--- src/rtl/ofdm_ifft_feeder_if.sv ---
// Purpose : handshake bundle between the OFDM symbol source, the IFFT frame
//           feeder and the streaming IFFT sink port.
// Signals : din_*  - mapped constellation symbols into the feeder
//           ifft_* - Avalon-ST frame stream out of the feeder (ready latency 0)
// Modports: master - the feeder (sinks symbols, sources the IFFT stream)
//           slave  - its environment (symbol source plus IFFT sink)
interface ofdm_ifft_feeder_if #(
  parameter int unsigned W     = 10,
  parameter int unsigned LOG2N = 4
) ();

  // symbol input stream
  logic           din_valid;
  logic           din_ready;
  logic [W-1:0]   din_real;
  logic [W-1:0]   din_imag;

  // IFFT sink stream plus its constant sideband
  logic           ifft_valid;
  logic           ifft_ready;
  logic [1:0]     ifft_error;
  logic           ifft_sop;
  logic           ifft_eop;
  logic [W-1:0]   ifft_real;
  logic [W-1:0]   ifft_imag;
  logic [LOG2N:0] ifft_fftpts;
  logic           ifft_inverse;

  modport master (
    input  din_valid, din_real, din_imag, ifft_ready,
    output din_ready, ifft_valid, ifft_error, ifft_sop, ifft_eop,
           ifft_real, ifft_imag, ifft_fftpts, ifft_inverse
  );

  modport slave (
    output din_valid, din_real, din_imag, ifft_ready,
    input  din_ready, ifft_valid, ifft_error, ifft_sop, ifft_eop,
           ifft_real, ifft_imag, ifft_fftpts, ifft_inverse
  );

endinterface

--- src/rtl/ofdm_ifft_feeder.sv ---
// Purpose : OFDM transmit frame builder. Places incoming symbols on the data
//           subcarriers of an NFFT-bin frame, inserts DC/guard nulls and two
//           pilots, and emits each frame as one Avalon-ST packet in natural
//           bin order to the streaming IFFT core.
// Ports   : clk          - clock, rising edge
//           reset        - asynchronous active-high reset
//           bus          - master side of ofdm_ifft_feeder_if (din_*, ifft_*)
//           frame_done_o - one-cycle pulse following the eop transfer
module ofdm_ifft_feeder #(
  parameter int unsigned NFFT      = 16,
  parameter int unsigned LOG2N     = 4,
  parameter int unsigned W         = 10,
  parameter int unsigned NGUARD    = 3,
  parameter int unsigned PILOT_P   = 3,
  parameter int unsigned PILOT_N   = 13,
  parameter int unsigned PILOT_AMP = 256
) (
  input  logic                      clk,
  input  logic                      reset,
  ofdm_ifft_feeder_if.master        bus,
  output logic                      frame_done_o
);

  localparam int unsigned G_LO = NFFT/2 - (NGUARD-1)/2;
  localparam int unsigned G_HI = NFFT/2 + (NGUARD-1)/2;

  localparam logic [LOG2N-1:0] K_LAST = LOG2N'(NFFT-1);
  localparam logic [LOG2N-1:0] K_G_LO = LOG2N'(G_LO);
  localparam logic [LOG2N-1:0] K_G_HI = LOG2N'(G_HI);
  localparam logic [LOG2N-1:0] K_P    = LOG2N'(PILOT_P);
  localparam logic [LOG2N-1:0] K_N    = LOG2N'(PILOT_N);
  localparam logic [W-1:0]     PILOT_RE = W'(PILOT_AMP);
  localparam logic [LOG2N:0]   FFTPTS   = (LOG2N+1)'(NFFT);

  typedef enum logic [1:0] {
    S_IDLE  = 2'd0,
    S_FRAME = 2'd1,
    S_DRAIN = 2'd2
  } state_e;

  state_e           state_q, state_d;
  logic [LOG2N-1:0] k_q, k_d;
  logic             valid_q, valid_d;
  logic             sop_q, sop_d;
  logic             eop_q, eop_d;
  logic [W-1:0]     re_q, re_d;
  logic [W-1:0]     im_q, im_d;
  logic             done_q, done_d;

  logic             load_en_c;
  logic             last_c;
  logic             is_null_c;
  logic             is_pilot_c;
  logic             adv_c;
  logic             din_ready_c;

  // Output register may take a new bin when empty or being drained this cycle.
  assign load_en_c = !valid_q || bus.ifft_ready;
  assign last_c    = (k_q == K_LAST);

  // Bin class of the bin about to be loaded.
  always_comb begin
    is_null_c  = (k_q == '0) || ((k_q >= K_G_LO) && (k_q <= K_G_HI));
    is_pilot_c = (k_q == K_P) || (k_q == K_N);
  end

  // Next-state and output-stage load logic.
  always_comb begin
    state_d     = state_q;
    k_d         = k_q;
    valid_d     = valid_q;
    sop_d       = sop_q;
    eop_d       = eop_q;
    re_d        = re_q;
    im_d        = im_q;
    done_d      = 1'b0;
    adv_c       = 1'b0;
    din_ready_c = 1'b0;

    unique case (state_q)
      S_IDLE: begin
        // The idle cycle also loads the bin-0 null, so back-to-back
        // packets are separated by exactly one empty cycle.
        if (bus.din_valid) begin
          valid_d = 1'b1;
          sop_d   = 1'b1;
          eop_d   = 1'b0;
          re_d    = '0;
          im_d    = '0;
          k_d     = LOG2N'(1);
          state_d = S_FRAME;
        end
      end

      S_FRAME: begin
        if (load_en_c) begin
          if (is_null_c || is_pilot_c) begin
            re_d  = is_pilot_c ? PILOT_RE : '0;
            im_d  = '0;
            adv_c = 1'b1;
          end else if (bus.din_valid) begin
            din_ready_c = 1'b1;
            re_d        = bus.din_real;
            im_d        = bus.din_imag;
            adv_c       = 1'b1;
          end

          if (adv_c) begin
            valid_d = 1'b1;
            sop_d   = 1'b0;
            eop_d   = last_c;
            k_d     = last_c ? '0 : k_q + LOG2N'(1);
            state_d = last_c ? S_DRAIN : S_FRAME;
          end else begin
            // Starved data bin: bubble inside the packet, k held.
            valid_d = 1'b0;
            sop_d   = 1'b0;
            eop_d   = 1'b0;
          end
        end
      end

      S_DRAIN: begin
        if (valid_q && bus.ifft_ready) begin
          done_d  = 1'b1;
          valid_d = 1'b0;
          sop_d   = 1'b0;
          eop_d   = 1'b0;
          state_d = S_IDLE;
        end
      end

      default: begin
        state_d = S_IDLE;
        k_d     = '0;
        valid_d = 1'b0;
      end
    endcase
  end

  // State and output registers.
  always_ff @(posedge clk or posedge reset) begin
    if (reset) begin
      state_q <= S_IDLE;
      k_q     <= '0;
      valid_q <= 1'b0;
      sop_q   <= 1'b0;
      eop_q   <= 1'b0;
      re_q    <= '0;
      im_q    <= '0;
      done_q  <= 1'b0;
    end else begin
      state_q <= state_d;
      k_q     <= k_d;
      valid_q <= valid_d;
      sop_q   <= sop_d;
      eop_q   <= eop_d;
      re_q    <= re_d;
      im_q    <= im_d;
      done_q  <= done_d;
    end
  end

  assign bus.din_ready    = din_ready_c;
  assign bus.ifft_valid   = valid_q;
  assign bus.ifft_sop     = sop_q;
  assign bus.ifft_eop     = eop_q;
  assign bus.ifft_real    = re_q;
  assign bus.ifft_imag    = im_q;
  assign bus.ifft_error   = 2'b00;
  assign bus.ifft_fftpts  = FFTPTS;
  assign bus.ifft_inverse = 1'b1;
  assign frame_done_o     = done_q;

endmodule

--- src/flat_wrapper.sv ---
// flat-port wrapper written by rule: the top's interface ports become plain ports
module ofdm_ifft_feeder_flat 
#(
  parameter int unsigned NFFT      = 16,
  parameter int unsigned LOG2N     = 4,
  parameter int unsigned W         = 10,
  parameter int unsigned NGUARD    = 3,
  parameter int unsigned PILOT_P   = 3,
  parameter int unsigned PILOT_N   = 13,
  parameter int unsigned PILOT_AMP = 256
)
  (clk, reset, frame_done_o, bus_din_valid, bus_din_real, bus_din_imag, bus_ifft_ready, bus_din_ready, bus_ifft_valid, bus_ifft_error, bus_ifft_sop, bus_ifft_eop, bus_ifft_real, bus_ifft_imag, bus_ifft_fftpts, bus_ifft_inverse);
  ofdm_ifft_feeder_if #(.W(W), .LOG2N(LOG2N)) bus_i ();
  input  logic clk;
  input  logic reset;
  output logic frame_done_o;
  input wire logic [$bits(bus_i.din_valid)-1:0] bus_din_valid;
  input wire logic [$bits(bus_i.din_real)-1:0] bus_din_real;
  input wire logic [$bits(bus_i.din_imag)-1:0] bus_din_imag;
  input wire logic [$bits(bus_i.ifft_ready)-1:0] bus_ifft_ready;
  output wire logic [$bits(bus_i.din_ready)-1:0] bus_din_ready;
  output wire logic [$bits(bus_i.ifft_valid)-1:0] bus_ifft_valid;
  output wire logic [$bits(bus_i.ifft_error)-1:0] bus_ifft_error;
  output wire logic [$bits(bus_i.ifft_sop)-1:0] bus_ifft_sop;
  output wire logic [$bits(bus_i.ifft_eop)-1:0] bus_ifft_eop;
  output wire logic [$bits(bus_i.ifft_real)-1:0] bus_ifft_real;
  output wire logic [$bits(bus_i.ifft_imag)-1:0] bus_ifft_imag;
  output wire logic [$bits(bus_i.ifft_fftpts)-1:0] bus_ifft_fftpts;
  output wire logic [$bits(bus_i.ifft_inverse)-1:0] bus_ifft_inverse;
  assign bus_i.din_valid = bus_din_valid;
  assign bus_i.din_real = bus_din_real;
  assign bus_i.din_imag = bus_din_imag;
  assign bus_i.ifft_ready = bus_ifft_ready;
  assign bus_din_ready = bus_i.din_ready;
  assign bus_ifft_valid = bus_i.ifft_valid;
  assign bus_ifft_error = bus_i.ifft_error;
  assign bus_ifft_sop = bus_i.ifft_sop;
  assign bus_ifft_eop = bus_i.ifft_eop;
  assign bus_ifft_real = bus_i.ifft_real;
  assign bus_ifft_imag = bus_i.ifft_imag;
  assign bus_ifft_fftpts = bus_i.ifft_fftpts;
  assign bus_ifft_inverse = bus_i.ifft_inverse;
  ofdm_ifft_feeder #(.NFFT(NFFT), .LOG2N(LOG2N), .W(W), .NGUARD(NGUARD), .PILOT_P(PILOT_P), .PILOT_N(PILOT_N), .PILOT_AMP(PILOT_AMP)) u_core (.clk(clk), .reset(reset), .bus(bus_i), .frame_done_o(frame_done_o));
endmodule
--- config.mk ---
export PLATFORM = sky130hd
export DESIGN_NAME = ofdm_ifft_feeder_flat
export DESIGN_NICKNAME = d
export VERILOG_FILES = /design/src/rtl/ofdm_ifft_feeder_if.sv /design/src/rtl/ofdm_ifft_feeder.sv /design/src/flat_wrapper.sv
export SDC_FILE = /design/constraint.sdc
export NUM_CORES = 1
export LEC_CHECK = 0
export ABC_AREA = 0
export CAP_MARGIN = 20
export CORE_UTILIZATION = 39
export DETAILED_ROUTE_END_ITERATION = 7
export PLACE_DENSITY = 0.75
export SYNTH_ARGS = -nofsm -noshare
export SYNTH_HDL_FRONTEND = slang
export SYNTH_SLANG_ARGS = --single-unit
--- constraint.sdc ---
create_clock -name clk -period 1.7 [get_ports clk]
set_input_delay 0.34 -clock clk [delete_from_list [all_inputs] [get_ports clk]]
set_output_delay 0.34 -clock clk [all_outputs]
set_load 0.05 [all_outputs]
Yosys cells after proc, flatten, opt, wreduce, memory -nomap -nowiden

Cells that the tools add are included.

Equal/unequal tests: 10
Multiplexer cells: 41
Bitwise logic cells: 1
$lt $le $gt $ge: 2
Add/sub/neg operators: 1
Reduce and logical (&&, ||, !) cells: 16

Operators by type and width:

| operator                                                                            | number |
|---|---|
| 10-bit 2-to-1 mux                                                                   | 7 |
| 10-bit one-hot mux with 2 select lines                                              | 2 |
| 1-bit 2-to-1 mux                                                                    | 17 |
| 4-bit 2-to-1 mux                                                                    | 4 |
| 4-bit AND reduction                                                                 | 4 |
| 4-bit one-hot mux with 3 select lines                                               | 1 |
| 2-bit 2-to-1 mux                                                                    | 5 |
| 9-bit 2-to-1 mux                                                                    | 1 |
| 1-bit one-hot mux with 3 select lines                                               | 3 |
| 4-bit == test, second input constant                                                | 2 |
| 2-bit by 1-bit != test with 1-bit output, second input constant                     | 3 |
| 2-bit one-hot mux with 3 select lines                                               | 1 |
| 4-bit by 1-bit adder with 4-bit output, second input constant                       | 1 |
| 4-bit by 2-bit == test with 1-bit output, second input constant                     | 1 |
| 4-bit by 3-bit greater-or-equal comparator with 1-bit output, second input constant | 1 |
| 4-bit less-or-equal comparator, second input constant                               | 1 |
| 4-bit logical NOT                                                                   | 1 |
| 1-bit logical OR                                                                    | 4 |
| 3-bit by 2-bit != test with 1-bit output, second input constant                     | 1 |
| 3-bit AND reduction                                                                 | 1 |
| 3-bit nonzero test                                                                  | 1 |
| 2-bit by 1-bit == test with 1-bit output, second input constant                     | 1 |
| 2-bit == test, second input constant                                                | 1 |
| 1-bit logical AND                                                                   | 2 |
| other kinds (5)                                                                     | 5 |

Bits in registers: 30
Output and inout bits: 33
Logic and storage cells: 79
Input port bits: 24

Logic depth before layout (Yosys ltp)

Word-level depth: 10
Gate-level depth with buffers: 8
Gate-level depth less buffers: 6

Worst setup path after synthesis

OpenSTA, ideal clock, no wires.

Path kind: reg-to-output
Start point: register u_core.k_q[0]
End point: output bus_din_ready
Slack: -271 ps
Path buffers: 1
Stages on the path, launching flop included: 5
Data required time: 1360 ps
Arrival: 1631 ps
Cell sequence: dfrtp_1 -> ha_1 -> mux2_4 -> nor4_1 -> buf_2

Word-level cells in the longest chain between the ends: 7
Elaborated cells on any way between the ends: 12
Those cells by class: order compare: 2; eq/ne: 2; mux: 3; reduce/logical: 5

RTL lines:

| what                                                                                                                  | line                    | text |
|---|---|---|
| start, declared                                                                                                       | ofdm_ifft_feeder.sv:42  | `logic [LOG2N-1:0] k_q, k_d;` |
| start signal, assigned                                                                                                | ofdm_ifft_feeder.sv:154 | `k_q <= k_d;` |
| 4-bit by 3-bit greater-or-equal comparator with 1-bit output / 4-bit less-or-equal comparator (equally long branches) | ofdm_ifft_feeder.sv:63  | `is_null_c = (k_q == '0) \|\| ((k_q >= K_G_LO) && (k_q <= K_G_HI));` |
| 1-bit logical AND                                                                                                     | ofdm_ifft_feeder.sv:63  |  |
| 1-bit logical OR                                                                                                      | ofdm_ifft_feeder.sv:63  |  |
| 1-bit logical OR *                                                                                                    | ofdm_ifft_feeder.sv:97  | `if (is_null_c \|\| is_pilot_c) begin` |
| 1-bit 2-to-1 mux *                                                                                                    | ofdm_ifft_feeder.sv:97  |  |
| 1-bit 2-to-1 mux *                                                                                                    | ofdm_ifft_feeder.sv:96  | `if (load_en_c) begin` |
| 1-bit 2-to-1 mux *                                                                                                    | ofdm_ifft_feeder.sv:80  | `unique case (state_q)` |
| end, declared                                                                                                         | flat_wrapper.sv:21      | `output wire logic [$bits(bus_i.din_ready)-1:0] bus_din_ready;` |

Mark *: on every way between the ends. The rest lies on a longest branch, timed or not.

Worst setup path after layout

Start point: register u_core.state_q[0]
End point: output bus_din_ready

Word-level cells in the longest chain between the ends: 2

RTL lines:

| what                                     | line                    | text |
|---|---|---|
| start, declared                          | ofdm_ifft_feeder.sv:41  | `state_e state_q, state_d;` |
| start signal, assigned                   | ofdm_ifft_feeder.sv:153 | `state_q <= state_d;` |
| 2-bit by 1-bit == test with 1-bit output | ofdm_ifft_feeder.sv:80  |  |
| 1-bit 2-to-1 mux                         | ofdm_ifft_feeder.sv:80  |  |

Every way passes these cells.

==> run_results.csv <==
group,metric,value,unit
clocking,clock_latency,0.29,ns
finish,num-fill-cells,273,
finish,diodes,0,
critical_path,max_stage_delay,0.41,ns
logic_synthesis,yosysTopAreaCellShare,50.4,%
routing,drc_errors,0,
floorplanning,rows,22,
power,power.total,0.00574,W
routing,viasPerCell,5.19,
logic_synthesis,ys_ff_latch,30,
routing,drtIter0Drc,39,
floorplanning,fp.dieW,63.8,um
placed_design,port_buffers,48,
timing,finalHoldViolCount,0,
timing,setup_slack,-0.352,ns
global_route,grt_max_degree,31,
clocking,clock_path_buffers,2,
finish,drive_gt1_share,42.2,%
logic_synthesis,synthFlopType,"dfrtp_1",
global_route,grt_pass1_vias,1315,
critical_path,end_kind,"primary output",
placed_design,dp_hpwl,2.57,mm
logic_synthesis,netlist_area,0.00149,sq mm
routing,drtPass1Iterations,4,
placed_design,gp_congestion,0.898,
power,leakagePower,1.14,nW
placed_design,pre_cts_ws,-0.292,ns
clocking,cts_tree,"yes",
timing,slew_viol_final,0,
clocking,clkSinkCount,30,
clocking,cts_hold_buf,0,
clocking,cts.htree.levels,2,
critical_path,crit_path_start_kind,"register",
power,ir_drop,0.00111,V
global_route,antenna_found_initial,0,
floorplanning,top_level_ports,57,
logic_synthesis,yosysMostFrequentCell,"dfrtp_1",
finish,finalNetCount,240,
min_path,hp-class,"in2async",
critical_path,worstPathArrival,1.71,ns
clocking,numCtsBuffers,5,
logic_synthesis,async_reset_ff_share,100,%
run_status,violations,"setup timing",
critical_path,crit_fanout,8,
routing,wl,3.95,mm
global_route,grt-ovfl-total,0,
finish,fin_util,65.3,%
critical_path,cp_data_required_time,1.36,ns
global_route,grt_usage,18.4,%
logic_synthesis,synthCells,130,
floorplanning,dieArea,0.00407,sq mm
clocking,cts_root_buf,"clkbuf_8",
power,power.density,2400,mW/mm^2
routing,vias,1344,
clocking,clkSlewWorstSetupHoldPaths,0.07,ns
flow_run,cap_viol_max_count,0,
finish,area_growth_syn_to_layout,60.5,%
logic_synthesis,synth_seq_area_share,50.4,%
logic_synthesis,synth_top_area_cell,"dfrtp_1",
run_status,status,"complete, but fails checks",
timing,rsz0062_at_grt,"yes",
floorplanning,initial_utilization,40.7,%
timing,max_freq,487,MHz
timing,finalCritPeriodShare,121,%
logic_synthesis,synth_commonest_cells,"dfrtp_1, a22o_1, buf_4",
logic_synthesis,avgSynthCellArea,11.5,sq um
logic_synthesis,yosysWarnings,0,
global_route,grt_pass1_wl,5.82,mm
timing,setup_violations,29,
critical_path,critical-path-slowest-cell,"dfrtp_1",
floorplanning,core,0.00366,sq mm
critical_path,path_cells,"inv_2 -> ha_4 -> nand2b_4 -> o21ai_4 -> nor4_4 -> buf_12",
logic_synthesis,synth_cell_types,38,
logic_synthesis,synth.area.top_cells,"dfrtp_1, a22o_1, ha_1, buf_4, inv_1",
routing,postRouteAntennaNets,0,
floorplanning,die_h,63.8,um
logic_synthesis,synth_edf_count,0,
timing,min_period,2.05,ns
timing,skew,0.00444,ns
critical_path,crit_type,"reg2out",
routing,avgRoutedWirePerCell,15.3,um
[cell families after synthesis]
family | share of synthesized area [%]
and+or+nand+nor | 11.6
adders and majority gates | 5.04
buffers and inverters | 9.07
muxes | 2.35
AOI/OAI and AO/OA | 21.0
other | 0.504
DFF | 50.4
[path summary, 6_finish.rpt]
kind	startpoint	to	slack, ns	cells after the start
hold reg to reg	u_core.bus.ifft_imag[4]	u_core.bus.ifft_imag[4]	0.51	1
min in group clk	u_core.bus.ifft_imag[4]	u_core.bus.ifft_imag[4]	0.51	1
setup reg to reg	u_core.k_q[1]	u_core.bus.ifft_imag[5]	-0.29	8
hold / removal	reset	u_core.bus.ifft_real[8]	0.42	3
max in group asynchronous	reset	u_core.bus.ifft_imag[4]	1.01	3
setup / recovery	u_core.state_q[0]	bus_din_ready	-0.35	6
[layout by cell type (no fill, tap or decap), types with 2 or more instances in the layout]
master           instances
buf_4                   51
dfrtp_1                 30
clkdlybuf4s50_1         23
a22o_1                  20
conb_1                   8
clkbuf_8                 6
inv_1                    5
a21oi_1                  3
o21ai_0                  3
nor2_1                   3
or3_4                    3
nand2_1                  3
ha_4                     3
buf_6                    3
o21ai_1                  2
nor4_4                   2
inv_2                    2
nand3_1                  2
mux2i_1                  2
and3_1                   2
o41ai_2                  2
nor2b_1                  2
ha_2                     2
buf_12                   2
[worst max-delay path, delay by kind of cell, from the launching register on]
kind                     cells  cell delay (ns)
AO/OA/AOI/OAI                1             0.11
adder cells (fa/ha/maj)      1             0.18
buffers and inverters        2             0.26
flip-flops                   1             0.41
AND/OR/NAND/NOR              2             0.45
[stage by stage]
| step | area (sq um) | hold WS, ns | std cells | TNS [ns] |
|---|---|---|---|---|
| finish | 2390 | 0.421 | 259 | -6.91 |
| global route | 2390 | 0.458 | 259 | -9.10 |
| CTS | 2270 | 0.434 | 252 | -5.35 |
| detailed placement | 2110 | 0.493 | 239 | -7.31 |
| global placement | 2110 | 0.489 | 239 | -6.10 |
| floorplan | 1560 | 0.431 | 136 | -0.416 |
[area by class of cell]
class / instances / area, sq um / share of cell area [%]
clock buffer: 6 / 82.6 / 3.46
clock inverter: 2 / 12.5 / 0.524
inverter: 8 / 32.5 / 1.36
multi-input combinational: 86 / 764 / 32.0
sequential: 30 / 751 / 31.4
tap: 48 / 60.1 / 2.51
timing repair buffer: 79 / 687 / 28.7
[timing repair]
action | CTS | global route
setup endpoints to repair | 29 | 29
setup buffers | 5 | 5
gates resized for setup | 9 | 15
pin swaps | 3 | 9
cloned | 0 | 2
[routing by layer]
metal / wire length (um) / track usage (%) / part of all wire (%) / vias to the layer above
met2: 2020 / 30.9 / 51 / 49
li1: - / - / - / 625
met1: 1680 / 22.3 / 42 / 665
met4: 52 / 7.10 / 1.3 / 0
met3: 203 / 5.00 / 5.1 / 5
met5: 0 / 0 / 0 / -
[state kept, by name, indices dropped and copies added (netlist names)]
register and flops:
u_core.bus.ifft_eop 1, u_core.frame_done_o 1, u_core.bus.ifft_sop 1, u_core.bus.ifft_real 10, u_core.bus.ifft_valid 1, u_core.bus.ifft_imag 10
u_core.state_q 2, u_core.k_q 4
[power breakdown]
part,internal (W),leakage [nW],switching (W)
combinational,0.00165,0.707,0.00223
sequential,0.00104,0.387,0.000204
clock,0.000325,0.0472,0.000289
total,0.00302,1.14,0.00272
Power figures use the tool's default switching activity.
